===== src/rtl/sme_driver.sv =====
// sme_driver: buffers one string and four patterns, streams them into a matcher
// engine and returns one result per non-empty pattern slot.
module sme_driver (
    input  logic       clk,
    input  logic       reset,
    input  logic       str_we,
    input  logic [7:0] str_wdata,
    input  logic       pat_we,
    input  logic [1:0] pat_id,
    input  logic [7:0] pat_wdata,
    input  logic       clr,
    input  logic       start,
    output logic       busy,
    output logic       done,
    output logic       err,
    output logic       res_valid,
    output logic [1:0] res_id,
    output logic       res_match,
    output logic [4:0] res_index,
    output logic       sme_rst,
    output logic [7:0] sme_chardata,
    output logic       sme_isstring,
    output logic       sme_ispattern,
    input  logic       sme_valid,
    input  logic       sme_match,
    input  logic [4:0] sme_match_index
);
    localparam int unsigned STR_DEPTH = 32;
    localparam int unsigned PAT_DEPTH = 8;
    localparam int unsigned NUM_PAT   = 4;
    localparam int unsigned STR_LEN_W = 6;
    localparam int unsigned PAT_LEN_W = 4;
    localparam int unsigned PAT_IDX_W = 3;
    localparam int unsigned IDX_W     = 5;
    localparam int unsigned SLOT_W    = 2;
    localparam int unsigned WCNT_W    = 10;

    typedef enum logic [2:0] {
        IDLE     = 3'd0,
        RST      = 3'd1,
        SEND_STR = 3'd2,
        SEND_PAT = 3'd3,
        WAIT_RES = 3'd4,
        DONE     = 3'd5
    } state_e;

    state_e                 state_q, state_d;
    logic [IDX_W-1:0]       idx_q, idx_d;
    logic [SLOT_W-1:0]      slot_q, slot_d;
    logic [WCNT_W-1:0]      wcnt_q, wcnt_d;
    logic [STR_LEN_W-1:0]   str_len_q, str_len_d;
    logic [PAT_LEN_W-1:0]   pat_len_q [NUM_PAT];
    logic [PAT_LEN_W-1:0]   pat_len_d [NUM_PAT];
    logic [7:0]             str_mem_q [STR_DEPTH];
    logic [7:0]             str_mem_d [STR_DEPTH];
    logic [7:0]             pat_mem_q [NUM_PAT][PAT_DEPTH];
    logic [7:0]             pat_mem_d [NUM_PAT][PAT_DEPTH];
    logic                   busy_q, busy_d;
    logic                   done_q, done_d;
    logic                   err_q, err_d;
    logic                   res_valid_q, res_valid_d;
    logic [SLOT_W-1:0]      res_id_q, res_id_d;
    logic                   res_match_q, res_match_d;
    logic [IDX_W-1:0]       res_index_q, res_index_d;

    logic                   host_ok;
    logic                   first_found, next_found;
    logic [SLOT_W-1:0]      first_slot, next_slot;

    assign host_ok = (state_q == IDLE) || (state_q == DONE);

    // Host-side buffer writes and length bookkeeping; clr wins over writes.
    always_comb begin
        str_mem_d = str_mem_q;
        pat_mem_d = pat_mem_q;
        str_len_d = str_len_q;
        pat_len_d = pat_len_q;
        if (host_ok) begin
            if (clr) begin
                str_len_d = '0;
                pat_len_d = '{default: '0};
            end else begin
                if (str_we && (str_len_q != STR_LEN_W'(STR_DEPTH))) begin
                    str_mem_d[str_len_q[IDX_W-1:0]] = str_wdata;
                    str_len_d = str_len_q + STR_LEN_W'(1);
                end
                if (pat_we && (pat_len_q[pat_id] != PAT_LEN_W'(PAT_DEPTH))) begin
                    pat_mem_d[pat_id][pat_len_q[pat_id][PAT_IDX_W-1:0]] = pat_wdata;
                    pat_len_d[pat_id] = pat_len_q[pat_id] + PAT_LEN_W'(1);
                end
            end
        end
    end

    // Lowest non-empty slot overall, and lowest non-empty slot above the current one.
    always_comb begin
        first_found = 1'b0;
        first_slot  = '0;
        next_found  = 1'b0;
        next_slot   = '0;
        for (int j = int'(NUM_PAT) - 1; j >= 0; j--) begin
            if (pat_len_q[j] != '0) begin
                first_found = 1'b1;
                first_slot  = SLOT_W'(j);
                if (j > int'(slot_q)) begin
                    next_found = 1'b1;
                    next_slot  = SLOT_W'(j);
                end
            end
        end
    end

    // Run sequencer: next state, matcher stream and result/status updates.
    always_comb begin
        state_d       = state_q;
        idx_d         = idx_q;
        slot_d        = slot_q;
        wcnt_d        = wcnt_q;
        busy_d        = busy_q;
        done_d        = done_q;
        err_d         = err_q;
        res_valid_d   = 1'b0;
        res_id_d      = res_id_q;
        res_match_d   = res_match_q;
        res_index_d   = res_index_q;
        sme_rst       = 1'b0;
        sme_isstring  = 1'b0;
        sme_ispattern = 1'b0;
        sme_chardata  = '0;
        case (state_q)
            IDLE, DONE: begin
                if (start && !clr && (str_len_q != '0) && first_found) begin
                    state_d = RST;
                    busy_d  = 1'b1;
                    done_d  = 1'b0;
                    err_d   = 1'b0;
                end
            end
            RST: begin
                sme_rst = 1'b1;
                state_d = SEND_STR;
                idx_d   = '0;
            end
            SEND_STR: begin
                sme_isstring = 1'b1;
                sme_chardata = str_mem_q[idx_q];
                if ({1'b0, idx_q} == (str_len_q - STR_LEN_W'(1))) begin
                    state_d = SEND_PAT;
                    slot_d  = first_slot;
                    idx_d   = '0;
                end else begin
                    idx_d = idx_q + IDX_W'(1);
                end
            end
            SEND_PAT: begin
                sme_ispattern = 1'b1;
                sme_chardata  = pat_mem_q[slot_q][idx_q[PAT_IDX_W-1:0]];
                if (idx_q == {1'b0, pat_len_q[slot_q] - PAT_LEN_W'(1)}) begin
                    state_d = WAIT_RES;
                    wcnt_d  = '0;
                end else begin
                    idx_d = idx_q + IDX_W'(1);
                end
            end
            WAIT_RES: begin
                if (sme_valid) begin
                    res_valid_d = 1'b1;
                    res_id_d    = slot_q;
                    res_match_d = sme_match;
                    res_index_d = sme_match_index;
                    if (next_found) begin
                        // Next pattern's first byte rides in the result cycle.
                        sme_ispattern = 1'b1;
                        sme_chardata  = pat_mem_q[next_slot][0];
                        slot_d        = next_slot;
                        wcnt_d        = '0;
                        if (pat_len_q[next_slot] == PAT_LEN_W'(1)) begin
                            state_d = WAIT_RES;
                        end else begin
                            state_d = SEND_PAT;
                            idx_d   = IDX_W'(1);
                        end
                    end else begin
                        state_d = DONE;
                        busy_d  = 1'b0;
                        done_d  = 1'b1;
                    end
                end else if (wcnt_q == '1) begin
                    state_d = DONE;
                    busy_d  = 1'b0;
                    done_d  = 1'b1;
                    err_d   = 1'b1;
                end else begin
                    wcnt_d = wcnt_q + WCNT_W'(1);
                end
            end
            default: begin
                state_d = IDLE;
                busy_d  = 1'b0;
            end
        endcase
    end

    // Buffer storage; contents survive runs and reset, lengths decide validity.
    always_ff @(posedge clk) begin
        str_mem_q <= str_mem_d;
        pat_mem_q <= pat_mem_d;
    end

    // Control and status registers.
    always_ff @(posedge clk or posedge reset) begin
        if (reset) begin
            state_q     <= IDLE;
            idx_q       <= '0;
            slot_q      <= '0;
            wcnt_q      <= '0;
            str_len_q   <= '0;
            pat_len_q   <= '{default: '0};
            busy_q      <= 1'b0;
            done_q      <= 1'b0;
            err_q       <= 1'b0;
            res_valid_q <= 1'b0;
            res_id_q    <= '0;
            res_match_q <= 1'b0;
            res_index_q <= '0;
        end else begin
            state_q     <= state_d;
            idx_q       <= idx_d;
            slot_q      <= slot_d;
            wcnt_q      <= wcnt_d;
            str_len_q   <= str_len_d;
            pat_len_q   <= pat_len_d;
            busy_q      <= busy_d;
            done_q      <= done_d;
            err_q       <= err_d;
            res_valid_q <= res_valid_d;
            res_id_q    <= res_id_d;
            res_match_q <= res_match_d;
            res_index_q <= res_index_d;
        end
    end

    assign busy      = busy_q;
    assign done      = done_q;
    assign err       = err_q;
    assign res_valid = res_valid_q;
    assign res_id    = res_id_q;
    assign res_match = res_match_q;
    assign res_index = res_index_q;

endmodule

===== config.mk =====
export PLATFORM = sky130hd
export DESIGN_NAME = sme_driver
export DESIGN_NICKNAME = d
export VERILOG_FILES = /design/src/rtl/sme_driver.sv
export SDC_FILE = /design/constraint.sdc
export NUM_CORES = 1
export LEC_CHECK = 0
export CAP_MARGIN = 20
export CORE_MARGIN = 2
export CORE_UTILIZATION = 50
export DETAILED_ROUTE_END_ITERATION = 7
export PLACE_DENSITY = 0.74
export SYNTH_ARGS = -nofsm -noshare
export SYNTH_HDL_FRONTEND = slang
export SYNTH_SLANG_ARGS = --single-unit

===== constraint.sdc =====
create_clock -name clk -period 2.8 [get_ports clk]
set_input_delay 0.56 -clock clk [delete_from_list [all_inputs] [get_ports clk]]
set_output_delay 0.56 -clock clk [all_outputs]
set_load 0.005 [all_outputs]

---- Word-level counts from Yosys, hierarchy flattened ----
Cells that the tools add are included.
storage, ports and cells
  bits in registers ....................... 566
  input port bits ......................... 31
  word-level logic and storage cells ...... 269
operators by class
  add/sub/neg operators ................... 6
  magnitude comparators ................... 13
  eq/ne operators ......................... 24
  mux-type cells .......................... 101
  bitwise logic cells ..................... 9
  reductions and logical operators ........ 36
operator list
  operator                                      number
  256-bit bitwise mux                           2
  64-bit 2-to-1 mux                             5
  64-bit binary-select mux with 2-bit select    2
  64-bit demux with 2-bit select                1
  8-bit 2-to-1 mux                              8
  8-bit binary-select mux with 5-bit select     1
  8-bit demux with 5-bit select                 1
  10-bit 2-to-1 mux                             4
  16-bit 2-to-1 mux                             2
  4-bit 2-to-1 mux                              7
  2-bit 2-to-1 mux                              13
  1-bit 2-to-1 mux                              25
  5-bit 2-to-1 mux                              5
  4-bit binary-select mux with 2-bit select     3
  8-bit binary-select mux with 3-bit select     1
  8-bit demux with 3-bit select                 1
  8-bit one-hot mux with 3 select lines         1
  4-bit AND reduction                           6
  3-bit 2-to-1 mux                              7
  10-bit one-hot mux with 2 select lines        1
  5-bit one-hot mux with 4 select lines         1
  4-bit nonzero test                            5
  2-bit inequality test, second input constant  9
  16-bit bitwise mux                            1
  45 further kinds                              77

---- Longest topological paths before layout ----
  depth after elaboration ................. 16
  depth in mapped cells ................... 11
  gate-level depth less buffers ........... 9

---- Worst setup path after synthesis ----
No wires, ideal clock.
  kind .................................... input to register
  start ................................... in pat_id[0]
  end ..................................... reg pat_mem_q[40] (netlist name) (enable)
  setup time .............................. 0.383 ns
  arrival ................................. 2.743 ns
  required time ........................... 2.417 ns
  slack ................................... -0.326 ns
  cell stages on the path ................. 7
  buffers on the path ..................... 2
  cell sequence ........................... clkbuf_1 > mux4_2 > nand3b_1 > nand4b_1 > or2_2 > clkbuf_1 > nor3_1
on the way
  word-level cells in the longest chain between the ends .. 7
ends and longest elaborated chain
  element                                                 line  text
  start, declared                                         9     input logic [1:0] pat_id,
  2-bit inverter with 3-bit output (not written as such)  87    if (pat_we && (pat_len_q[pat_id] != PAT_LEN_W'(PAT_DEPTH))) begin
  4-bit binary-select mux with 2-bit select               87
  4-bit 2-to-1 mux (not written as such) (2 in series)    87
  4-bit inequality test                                   87
  1-bit logical AND                                       87
  3-bit AND reduction (no source line)                    -
  end signal, assigned                                    207   pat_mem_q <= pat_mem_d;
  end, declared                                           56    logic [7:0] pat_mem_q [NUM_PAT][PAT_DEPTH];
Every way passes these cells. The select of a mux whose other input is x is not followed.
A chain may end at the register's enable or synchronous reset.

---- Worst setup path in the final report ----
  start ................................... reg idx_q[0]
  end ..................................... out sme_chardata[7]
on the way
  word-level cells in the longest chain between the ends .. 5
  elaborated cells between the ends (all ways) .. 9
ends and longest elaborated chain
  element                                                                                                     line      text
  start, declared                                                                                             48        logic [IDX_W-1:0] idx_q, idx_d;
  start signal, assigned                                                                                      228       idx_q <= idx_d;
  5-bit inverter with 6-bit output (not written as such) or 3-bit inverter with 4-bit output (tied branches)  146, 157
  8-bit binary-select mux with 5-bit select or 8-bit binary-select mux with 3-bit select (tied branches)      146, 157
  8-bit 2-to-1 mux (on tied branches) (2 in series)                                                           146, 157
  8-bit one-hot mux with 3 select lines *                                                                     130       case (state_q)
  end, declared                                                                                               21        output logic [7:0] sme_chardata,
Mark *: on every way between the ends. The rest lies on a longest branch, timed or not. The select of a mux whose other input is x is not followed.

==> reports/qor_table.md <==
| Step | Result | Value |
|:---|:---|:---|
| clock network | Max Root-Sink Buffers | 3 |
| logic synthesis | Number of synthesis warnings | 0 |
| global route | Aggregate global-route resource usage | 24.7% |
| sta | Transition time at the pin with the least slew margin | 0.880 ns |
| logic synthesis | Net count after synthesis | 1249 |
| setup path | Classification of the worst setup path | reg -> out |
| final layout | Core utilization of the finished layout | 62.6% |
| place | Setup slack at placement | -0.715 ns |
| route | Drt pass-1 iters | 5 |
| logic synthesis | Top-count cell post-synth | sky130_fd_sc_hd__edfxtp_1 |
| logic synthesis | Post-synthesis mux area share | 16.9% |
| power | Power per cell area | 911 mW/mm^2 |
| status | Outcome | finished with violations |
| sta | Final worst-path setup slack | -0.897 ns |
| setup path | Depth of the worst register-to-register path | 12 |
| logic synthesis | Post-Synthesis Cell Area | 0.0233 sq mm |
| logic synthesis | Synth area leader | sky130_fd_sc_hd__edfxtp_1 |
| floorplan | Die Y | 220 um |
| clock network | Clock-pin slew of the registers on the worst-case setup and hold paths | 0.06 ns |
| sta | Setup repair after global routing missed its margin | true |
| sta | Relative slew margins | 41.3% |
| route | DR WL/cell | 26.4 um |
| setup path | Element type at the critical path end | primary output |
| sta | Fin. Hold Viols | 0 |
| logic synthesis | Post-synthesis compound-gate area fraction | 3.90% |
| global route | Maximum number of pins on one net before global-route repair | 37 |
| logic synthesis | Synthesized instance count | 1209 |
| logic synthesis | Leading post-synthesis cells by instance count | sky130_fd_sc_hd__edfxtp_1, sky130_fd_sc_hd__mux4_2, sky130_fd_sc_hd__nor2_1, sky130_fd_sc_hd__dfrtp_1, sky130_fd_sc_hd__nand2_1 |
| global route | Remaining Overflow, GRT | 0 |
| sta | Final count of pins violating max slew | 0 |
| place | Number of cells after detailed placement | 2039 |
| final layout | Footprint of the multi-input gates | 0.00663 sq mm |
| logic synthesis | Fraction of the mapped netlist area in simple logic gates | 4.49% |
| place | Port bufs | 53 |
| global route | Global-route wire length before repair | 86200 um |
| logic synthesis | Seq/Total Area, Yosys | 71.8% |
| logic synthesis | Synthesized area per cell | 19.3 sq um |
| floorplan | Width of the die | 220 um |
| setup path | Launching point of the worst reg2reg path | slot_q[0] |
| clock network | Htree depth | 2 |
| power | P_leak | 0.00982 uW |
| setup path | Cell class contributing the biggest share of worst-path delay | multiplexers |
| global route | Number of antenna violations at the first check in global routing | 2 |
| floorplan | Count of boundary I/O pins | 54 |
| route | Via density | 6.08 |
| clock network | Clock tree from TritonCTS | built |
| floorplan | Floorplan die area | 0.0483 sq mm |
| final layout | Register Area | 0.0167 sq mm |
| logic synthesis | Number of enable-type register cells in the synthesized netlist | 512 |
| logic synthesis | Main area contributors after synthesis | sky130_fd_sc_hd__edfxtp_1, sky130_fd_sc_hd__mux4_2, sky130_fd_sc_hd__dfrtp_1 |
| sta | Maximum clock rate | 271 MHz |
| floorplan | Floorplan Core Area | 0.0463 sq mm |
| job | Reported max-cap violation count | 0 |
| setup path | Worst reg2reg setup slack | -0.09 ns |
| route | Total wire length after detailed routing | 57800 um |
| place | Routability congestion estimate | 0.888 |
| logic synthesis | Adder-Cell Fraction of Synth Area | 0.484% |
| clock network | CTS hold repair buffers | 0 |
| route | Starting DRT DRC Count | 1394 |
| final layout | Count of placed standard cells in the final layout, fillers left out | 2186 |
| logic synthesis | XOR/XNOR Fraction of Synth Area | 0.677% |
| global route | Vias in the first global route | 13500 |
| route | # DRC | 0 |
| sta | Worst-case clock skew | 0.0176 ns |
| final layout | Fraction of final layout cells with drive strength greater than 1 | 39.7% |
| clock network | Worst-skew pair later-pin latency | 0.61 ns |
| hold path | Min-delay worst type | in -> async |
| logic synthesis | Distinct cell type count after synthesis | 63 |
| sta | Number of setup violations in the final report | 18 |
| setup path | Slowest-stage cell, CP | sky130_fd_sc_hd__dfrtp_4 |
| setup path | Data arrival time at the worst-slack endpoint | 3.14 ns |
| clock network | Clock sink total | 566 |
| sta | Min Tclk post-route | 3.70 ns |
| logic synthesis | Dominant combinational cell family by area after synthesis | multiplexers |
| power | Tot Pwr | 26400 uW |
| clock network | Root Buffer Master | sky130_fd_sc_hd__clkbuf_16 |
| place | Hpwl dp | 35900 um |
| sta | Share of the cycle needed by the critical path after routing | 132% |
| final layout | Fill cell instance count of the final layout | 3145 |
| status | Failing checks | negative setup slack |
| route | Vias | 13300 |
| setup path | Worst setup path end | sme_chardata[7] |
| setup path | Max Fanout on Critical Path | 7 |
| setup path | Number of buffers and inverters on the critical path | 4 |
| logic synthesis | Total of flip-flops plus latches after synthesis | 566 |
| setup path | Cells along the critical path | buf_4 > buf_6 > buf_12 > mux4_2 > mux4_2 > nand2_2 > a21oi_2 > or3_4 > buf_6 |
| logic synthesis | Fraction of post-synthesis cell area in the top cell type by area | 66.0% |
| final layout | Layout Area Growth over Synthesis | 24.4% |
| logic synthesis | Async set or reset register ratio after synthesis | 9.54% |
| setup path | Origin of the worst setup path | idx_q[0] |
| setup path | Reg2reg end | state_q[2] |
| floorplan | Effective utilization at floorplan | 50.3% |
| route | Count of antenna-violating nets left after detailed routing | 0 |
| setup path | Worst Path Required | 2.24 ns |
| logic synthesis | Top FF cell, synth | sky130_fd_sc_hd__edfxtp_1 |
| floorplan | Placement row count | 79 |
| setup path | Largest stage delay, worst path | 0.55 ns |
| clock network | Total clock buffers created by CTS | 54 |
| setup path | Total stage count of the critical path | 9 |
| power | IR drop worst, VDD | 0.753 mV |
| final layout | Nets@finish | 1578 |
| setup path | Worst Setup Start Kind | flop |
==> report_power, final <==
group	switching [uW]	total [uW]	internal, uW
clock	3110	7100	3990
combinational	4660	9620	4960
sequential	218	9660	9440
total	7990	26400	18400
==> per-layer routing <==
| layer | track usage [%] | up-vias | share of wire (%) |
|---|---|---|---|
| met4 | 8.28 | 2 | 3.0 |
| met2 | 41.5 | 633 | 51 |
| met5 | 0 | - | 0.016 |
| li1 | - | 5643 | - |
| met3 | 6.47 | 113 | 8.8 |
| met1 | 31.6 | 6892 | 37 |
==> worst register-to-register path: stages (launching register included) <==
cell,delay [ns]
sky130_fd_sc_hd__dfrtp_4,0.53
sky130_fd_sc_hd__buf_6,0.15
sky130_fd_sc_hd__buf_8,0.12
sky130_fd_sc_hd__buf_6,0.10
sky130_fd_sc_hd__buf_6,0.11
sky130_fd_sc_hd__mux4_2,0.34
sky130_fd_sc_hd__inv_2,0.10
sky130_fd_sc_hd__ha_4,0.22
sky130_fd_sc_hd__xnor2_4,0.14
sky130_fd_sc_hd__nor4_4,0.27
sky130_fd_sc_hd__a21oi_2,0.13
sky130_fd_sc_hd__a211oi_2,0.22
sky130_fd_sc_hd__mux2_1,0.33
==> logic make-up after synthesis <==
group                      after synthesis
AOI/OAI and AO/OA                      128
and+or+nand+nor                        208
buffers and inverters                   89
muxes                                  191
adders and majority gates                9
DFF                                    566
xor gates and xnor gates                18
==> stage by stage <==
stage | cell area, sq um | setup TNS (ns) | hold WS, ns
2_1_floorplan | 23400 | -11.73 | 0.472
3_3_place_gp | 26400 | -106.43 | 0.478
3_5_place_dp | 26400 | -112.84 | 0.483
4_1_cts | 28800 | -9.19 | 0.475
5_1_grt | 29000 | -9.48 | 0.515
6_report | 29000 | -7.18 | 0.459
==> sequential cells by signal, indices dropped and copies added, names as in the netlist <==
signal	cells
pat_mem_q	256
done	1
slot_q	2
str_mem_q	256
idx_q	5
str_len_q	6
res_index	5
err	1
wcnt_q	10
res_valid	1
busy	1
state_q	3
res_id	2
res_match	1
pat_len_q	16
==> layout make-up <==
class,count,area share [%]
multi-input combinational,554,22.9
clock inverter,39,1.17
timing repair buffer,335,10.5
tap,607,2.62
clock buffer,57,4.70
antenna,1,0.00864
sequential,566,57.8
inverter,27,0.350
==> cell usage in the layout, fill, tap and decap left out, types with 8 or more instances in the layout <==
cell type and count:
sky130_fd_sc_hd__edfxtp_1 512, sky130_fd_sc_hd__buf_4 237, sky130_fd_sc_hd__mux4_2 160, sky130_fd_sc_hd__clkbuf_16 54, sky130_fd_sc_hd__nor2_1 52, sky130_fd_sc_hd__dfrtp_1 49, sky130_fd_sc_hd__clkdlybuf4s50_1 43, sky130_fd_sc_hd__nand2_1 32
sky130_fd_sc_hd__buf_12 25, sky130_fd_sc_hd__o21ai_0 24, sky130_fd_sc_hd__inv_1 19, sky130_fd_sc_hd__nor3_1 19, sky130_fd_sc_hd__buf_6 17, sky130_fd_sc_hd__nand3_1 16, sky130_fd_sc_hd__mux2i_1 16, sky130_fd_sc_hd__clkinv_1 15
sky130_fd_sc_hd__xnor2_1 12, sky130_fd_sc_hd__a21oi_1 11, sky130_fd_sc_hd__clkinv_2 11, sky130_fd_sc_hd__a22o_1 10, sky130_fd_sc_hd__nor2_2 10, sky130_fd_sc_hd__nor3_4 9, sky130_fd_sc_hd__mux2_2 8, sky130_fd_sc_hd__and2_1 8
sky130_fd_sc_hd__ha_1 8
==> worst min path at each step <==
stage            startpoint  depth (start not counted)           end  slack, ns
6_report              reset                          2  str_len_q[5]       0.46
3_3_place_gp            err                          1           err       0.48
3_5_place_dp           done                          1          done       0.48
4_1_cts               reset                          2  str_len_q[5]       0.48
2_1_floorplan     wcnt_q[6]                          1     wcnt_q[6]       0.47
5_1_grt        res_index[2]                          1  res_index[2]       0.51
==> what timing repair did <==
| item | in CTS | in global routing |
|---|---|---|
| gates resized for setup | 112 | 43 |
| setup endpoints to repair | 26 | 118 |
| cloned | 4 | 0 |
| setup buffers | 39 | 15 |
| pin swaps | 11 | 8 |
Power figures use the tool's default switching activity.
==> RTL edit 1: new RTL, same settings <==
Reset style: synchronous (`reset`), changed in one clocked block.
--- a/src/rtl/sme_driver.sv
+++ b/src/rtl/sme_driver.sv
@@ -208,7 +208,7 @@
     end
 
     // Control and status registers.
-    always_ff @(posedge clk or posedge reset) begin
+    always_ff @(posedge clk) begin
         if (reset) begin
             state_q     <= IDLE;
             idx_q       <= '0;
Function: differs if reset is asserted again (counterexample within 4 cycles, from zero or initial values and one cycle with reset high); with reset held inactive, the same outputs for 4 cycles.
==> RTL edit 1 against the unedited design <==
The run still ends with negative setup slack left. Register-to-register slack better by 70 ps. Global-route usage hardly changed. Area after synthesis is 0.89% higher. Final area is 0.65% higher. Routed wire length is 2.0% higher. Sequential cell count stayed put. Worst setup slack worse by 61 ps. Utilization is 0.14 points higher.
Power is not compared: it rests on default switching activity, and its combinational part moved more than twofold at a synthesized area within 25%.
==> RTL edit 1: results (changes against the unedited design) <==
metric,value,unit,change
setup_ws,-958,ps,-61.0 ps
drive_gt1_share,38.7,%,-1.1 points
synth_compound_area_share,4.60,%,+0.71 points
dr_wl_met2,29.0,mm,-1.7%
violations,negative setup slack,,
wire_per_inst,26.0,µm,-1.7%
placed_area,0.0268,mm²,+1.5%
worstMarginPinSlew,812,ps,-67.6 ps
syn_nets,1316,,+5.4%
drt-initial-drc-count,1649,,+18%
viasPerCell,6.15,,+1.1%
clock_skew,52.9,ps,+35.3 ps
grt_max_degree,33,,-11%
grt_pass1_wl,87.9,mm,+1.9%
clock_latency,640,ps,+30 ps
hold_class,in -> reg,,
dr_wl_met3,5.12,mm,+0.27%
cp.arrival,3200,ps,+60 ps
synth-xor-area-share,0.522,%,-0.16 points
synthAdderAreaFrac,0.479,%,-0.0043 points
status,"finished, violations left",,
yosysSeqAreaShare,70.0,%,-1.8 points
yosysUniqueCellTypes,80,,+27%
synth-async-reset-ratio,0,%,-9.5 points
dp_hpwl,37.4,mm,+4.0%
num_antenna_cells,0,,-1
met1_length,23.3,mm,+8.8%
netlist_top_cells_count,"512 x edfxtp_1, 168 x mux4_2, 87 x nor2_1",,
place_ws,-782,ps,-67.1 ps
setup_viol,9,,-9
netlist_top_cells_area,"edfxtp_1 65%, mux4_2 16%, dfxtp_1 4.6%, nor2_1 1.4%, a21oi_1 0.94%",,
drt_pass1_iterations,7,,+2
fillers,3123,,-0.70%
cts_buffers,53,,-1.9%
-- RTL edit 1: cell types whose count changed in the layout (fill, tap and decap cells not counted), sizes merged, moves of 10 or more --
cell / before / now
a21oi: 15 / 45
dfxtp: 0 / 54
mux2: 11 / 1
dfrtp: 54 / 0
o22ai: 4 / 15
nor2: 63 / 90
a22o: 10 / 0
nand2: 38 / 50
nor3: 32 / 17
o21ai: 35 / 13
buf: 291 / 310
-- RTL edit 1: metal layers --
metal,up-vias,GRT usage (%)
li1,5928,-
met1,7178,34.3
met2,726,40.9
met3,103,4.67
met4,2,6.44
met5,-,0
-- RTL edit 1: path summary, 6_finish.rpt --
check             startpoint               to  depth (start not counted)
hold reg to reg    res_id[0]        res_id[0]                          2
setup / recovery    idx_q[0]  sme_chardata[6]                         10
setup reg to reg   slot_q[0]       state_q[0]                         10
hold / removal         reset     str_len_q[1]                          2
-- RTL edit 1: kinds of logic (layout without fill, tap and decap cells) --
logic type	count (synthesis)	after routing
flops	566	566
fa+ha+maj	9	9
xor+xnor	14	14
mux	186	186
compound gates	155	155
simple gates	249	249
buf+inv	97	482
-- RTL edit 1: area by class of cell --
type	instances	share of cell area [%]
multi-input cells	613	23.8
inverters	30	0.386
clock buffers	62	4.74
repair buffers	354	10.9
flip-flops and latches	566	56.5
well taps	607	2.60
clock inverters	36	1.04
-- RTL edit 1: worst max-delay path, stage by stage (launching register included) --
cell and delay, ps:
dfxtp_4 380, buf_12 130, buf_12 140, buf_4 120, mux4_2 530, mux4_2 530
mux2i_2 210, buf_4 170, o22ai_4 70, a21o_1 170, buf_2 120
-- RTL edit 1: what timing repair did --
item,4_1_cts,5_1_grt
resized for setup,77,41
gates cloned,3,0
setup endpoints to repair,49,169
buffers inserted,27,8
pin swaps,15,11
-- RTL edit 1: where the power goes --
| group | internal [W] | switching (W) |
|---|---|---|
| clock network | 0.00391 | 0.00312 |
| registers | 0.00929 | 0.0000816 |
| logic | 0.00191 | 0.00173 |
| total | 0.0151 | 0.00494 |
-- RTL edit 1: metrics by stage --
stage | utilization, % | TNS (ps) | cells | hold slack, ps
2_1_floorplan | - | -3910 | 1276 | 443
3_3_place_gp | 57.7 | -140720 | 2137 | 441
3_5_place_dp | 57.7 | -133840 | 2137 | 452
4_1_cts | 62.4 | -8010 | 2264 | 438
5_1_grt | 62.8 | -8560 | 2268 | 475
6_report | 62.8 | -7280 | 2268 | 450
==> RTL edit 2: new RTL, config.mk and constraints unchanged <==
Without the edit above. `STR_DEPTH`: 32 -> 16.
--- a/src/rtl/sme_driver.sv
+++ b/src/rtl/sme_driver.sv
@@ -25,7 +25,7 @@
     input  logic       sme_match,
     input  logic [4:0] sme_match_index
 );
-    localparam int unsigned STR_DEPTH = 32;
+    localparam int unsigned STR_DEPTH = 16;
     localparam int unsigned PAT_DEPTH = 8;
     localparam int unsigned NUM_PAT   = 4;
     localparam int unsigned STR_LEN_W = 6;
Formal check against the unedited RTL: same outputs for any inputs over 4 cycles, from zero or initial values and one cycle with reset high; that may be too few to reach the edited logic, so the function may still have changed.
==> RTL edit 2 against the unedited design <==
The flow still finishes with violations (negative setup slack). Sequential cell count shrank 128. Register-to-register slack gained 40 ps. Highest routed layer unchanged. Final area shrank 19%. Routed wire length shrank 19%. Worst setup slack gained 150 ps. Area after synthesis shrank 21%. Power shrank 25%. Die area shrank 20%.
==> RTL edit 2: results (changes against the unedited design) <==
metric,value,unit,change
status,"finished, violations left",,
clock_skew,15.2,ps,-2.42 ps
num_antenna_cells,0,,-1
r2r-end,idx_q[2],,
finalNetCount,1324,,-16%
hold_slack,407,ps,-52.0 ps
synth_edf_count,384,,-25%
place_congestion,0.878,,-1.2%
reg_top3,"pat_mem_q x256, str_mem_q x128, pat_len_q x16",,
gr-usage-all-layers,25.2,%,+0.45 points
reg2regPathDepth,13,,+1
setup_viol,12,,-6
viasPerCell,6.18,,+1.7%
syn_nets,1067,,-15%
drive_gt1_share,37.9,%,-1.8 points
setup_ws,-751,ps,+146 ps
grt_pass1_wl,71.3,mm,-17%
antenna_found_initial,1,,-1
instances_no_fill,1784,,-18%
cp_slowest_cell,mux4_2,,
cp.arrival,2990,ps,-150 ps
grt_use_met2,40.2,%,-1.3 points
maxSlewHeadroom,50.5,%,+9.3 points
grt_use_met3,4.66,%,-1.8 points
yosysSeqAreaShare,69.8,%,-2.0 points
p_leak,8.24,nW,-16%
dp_hpwl,29.3,mm,-19%
startpoint,slot_q[0],,
violations,negative setup slack,,
dp.cells,1675,,-18%
fillers,2356,,-25%
synth-async-reset-ratio,12.3,%,+2.8 points
clock_latency,560,ps,-50 ps
netlist_top_cells_count,"384 x edfxtp_1, 124 x mux4_2, 60 x nand2_1",,
drt-total-wl,46.9,mm,-19%
syn_avg_cell_area,18.0,µm²,-6.6%
==> RTL edit 2: changes by cell type after synthesis, sizes merged, moves of 7 or more <==
cell	change
nor2	-9
a311oi	-7
clkbuf	-11
mux4	-37
nand2	+22
edfxtp	-128
xnor2	-7
mux2	-8
a31oi	-7
==> RTL edit 2: layout make-up <==
| cell class | count | share of cell area [%] |
|---|---|---|
| multi-input cells | 510 | 24.0 |
| repair buffers | 265 | 12.2 |
| flip-flops and latches | 438 | 54.6 |
| clock buffers | 55 | 5.01 |
| clock inverters | 26 | 1.39 |
| inverters | 22 | 0.350 |
| well taps | 468 | 2.48 |
==> RTL edit 2: worst max-delay path by stage <==
stage,to,slack (ps)
4_1_cts,sme_chardata[0],-740
3_3_place_gp,sme_chardata[4],-530
6_report,sme_chardata[4],-750
2_1_floorplan,pat_mem_q[152],-1
3_5_place_dp,sme_chardata[4],-530
5_1_grt,sme_chardata[4],-770
==> RTL edit 2: layer usage <==
| layer | vias up | wire, µm |
|---|---|---|
| li1 | 4673 | - |
| met1 | 5639 | 18500 |
| met2 | 603 | 22900 |
| met3 | 108 | 4030 |
| met4 | 2 | 1520 |
| met5 | - | 12 |
==> RTL edit 2: kinds of logic after synthesis <==
logic type | share of synthesized area (%)
DFF | 69.8
buffers and inverters | 1.97
xor gates and xnor gates | 0.760
muxes | 16.1
adders and majority gates | 0.746
AOI/OAI and AO/OA | 4.59
and+or+nand+nor | 6.00
==> RTL edit 2: worst reg2reg max path, stage by stage, from the launching register on <==
cell	delay, ps
dfrtp_4	520
buf_12	160
buf_6	110
buf_8	120
mux4_2	450
inv_2	90
ha_4	130
xnor2_2	100
xnor2_1	80
nor2_1	180
nand3_2	210
buf_6	180
nor4b_1	130
a221o_1	270
==> RTL edit 2: repair_timing <==
action,4_1_cts,5_1_grt
pin swaps,17,24
setup buffers,22,6
gates resized for setup,79,30
gates cloned,6,0
hold buffers,0,0
setup endpoints to repair,25,49
endpoints found under the hold margin,0,0
==> RTL edit 2: per-stage QoR <==
| stage | cell area [µm²] | total power [W] | TNS (ps) |
|---|---|---|---|
| 6_report | 23600 | 0.0197 | -5480 |
| 3_5_place_dp | 21500 | 0.0130 | -108750 |
| 4_1_cts | 23600 | 0.0196 | -6070 |
| 3_3_place_gp | 21500 | 0.0129 | -110490 |
| 5_1_grt | 23600 | 0.0204 | -7210 |
| 2_1_floorplan | 18700 | 0.0107 | -26.7 |
==> RTL edit 2: power groups by stage <==
stage / combinational, W / sequential [W] / clock [W]
2_1_floorplan: 0.00315 / 0.00752 / 0
3_3_place_gp: 0.00536 / 0.00758 / 0
3_5_place_dp: 0.00543 / 0.00759 / 0
4_1_cts: 0.00589 / 0.00746 / 0.00623
5_1_grt: 0.00647 / 0.00748 / 0.00646
6_report: 0.00613 / 0.00746 / 0.00614
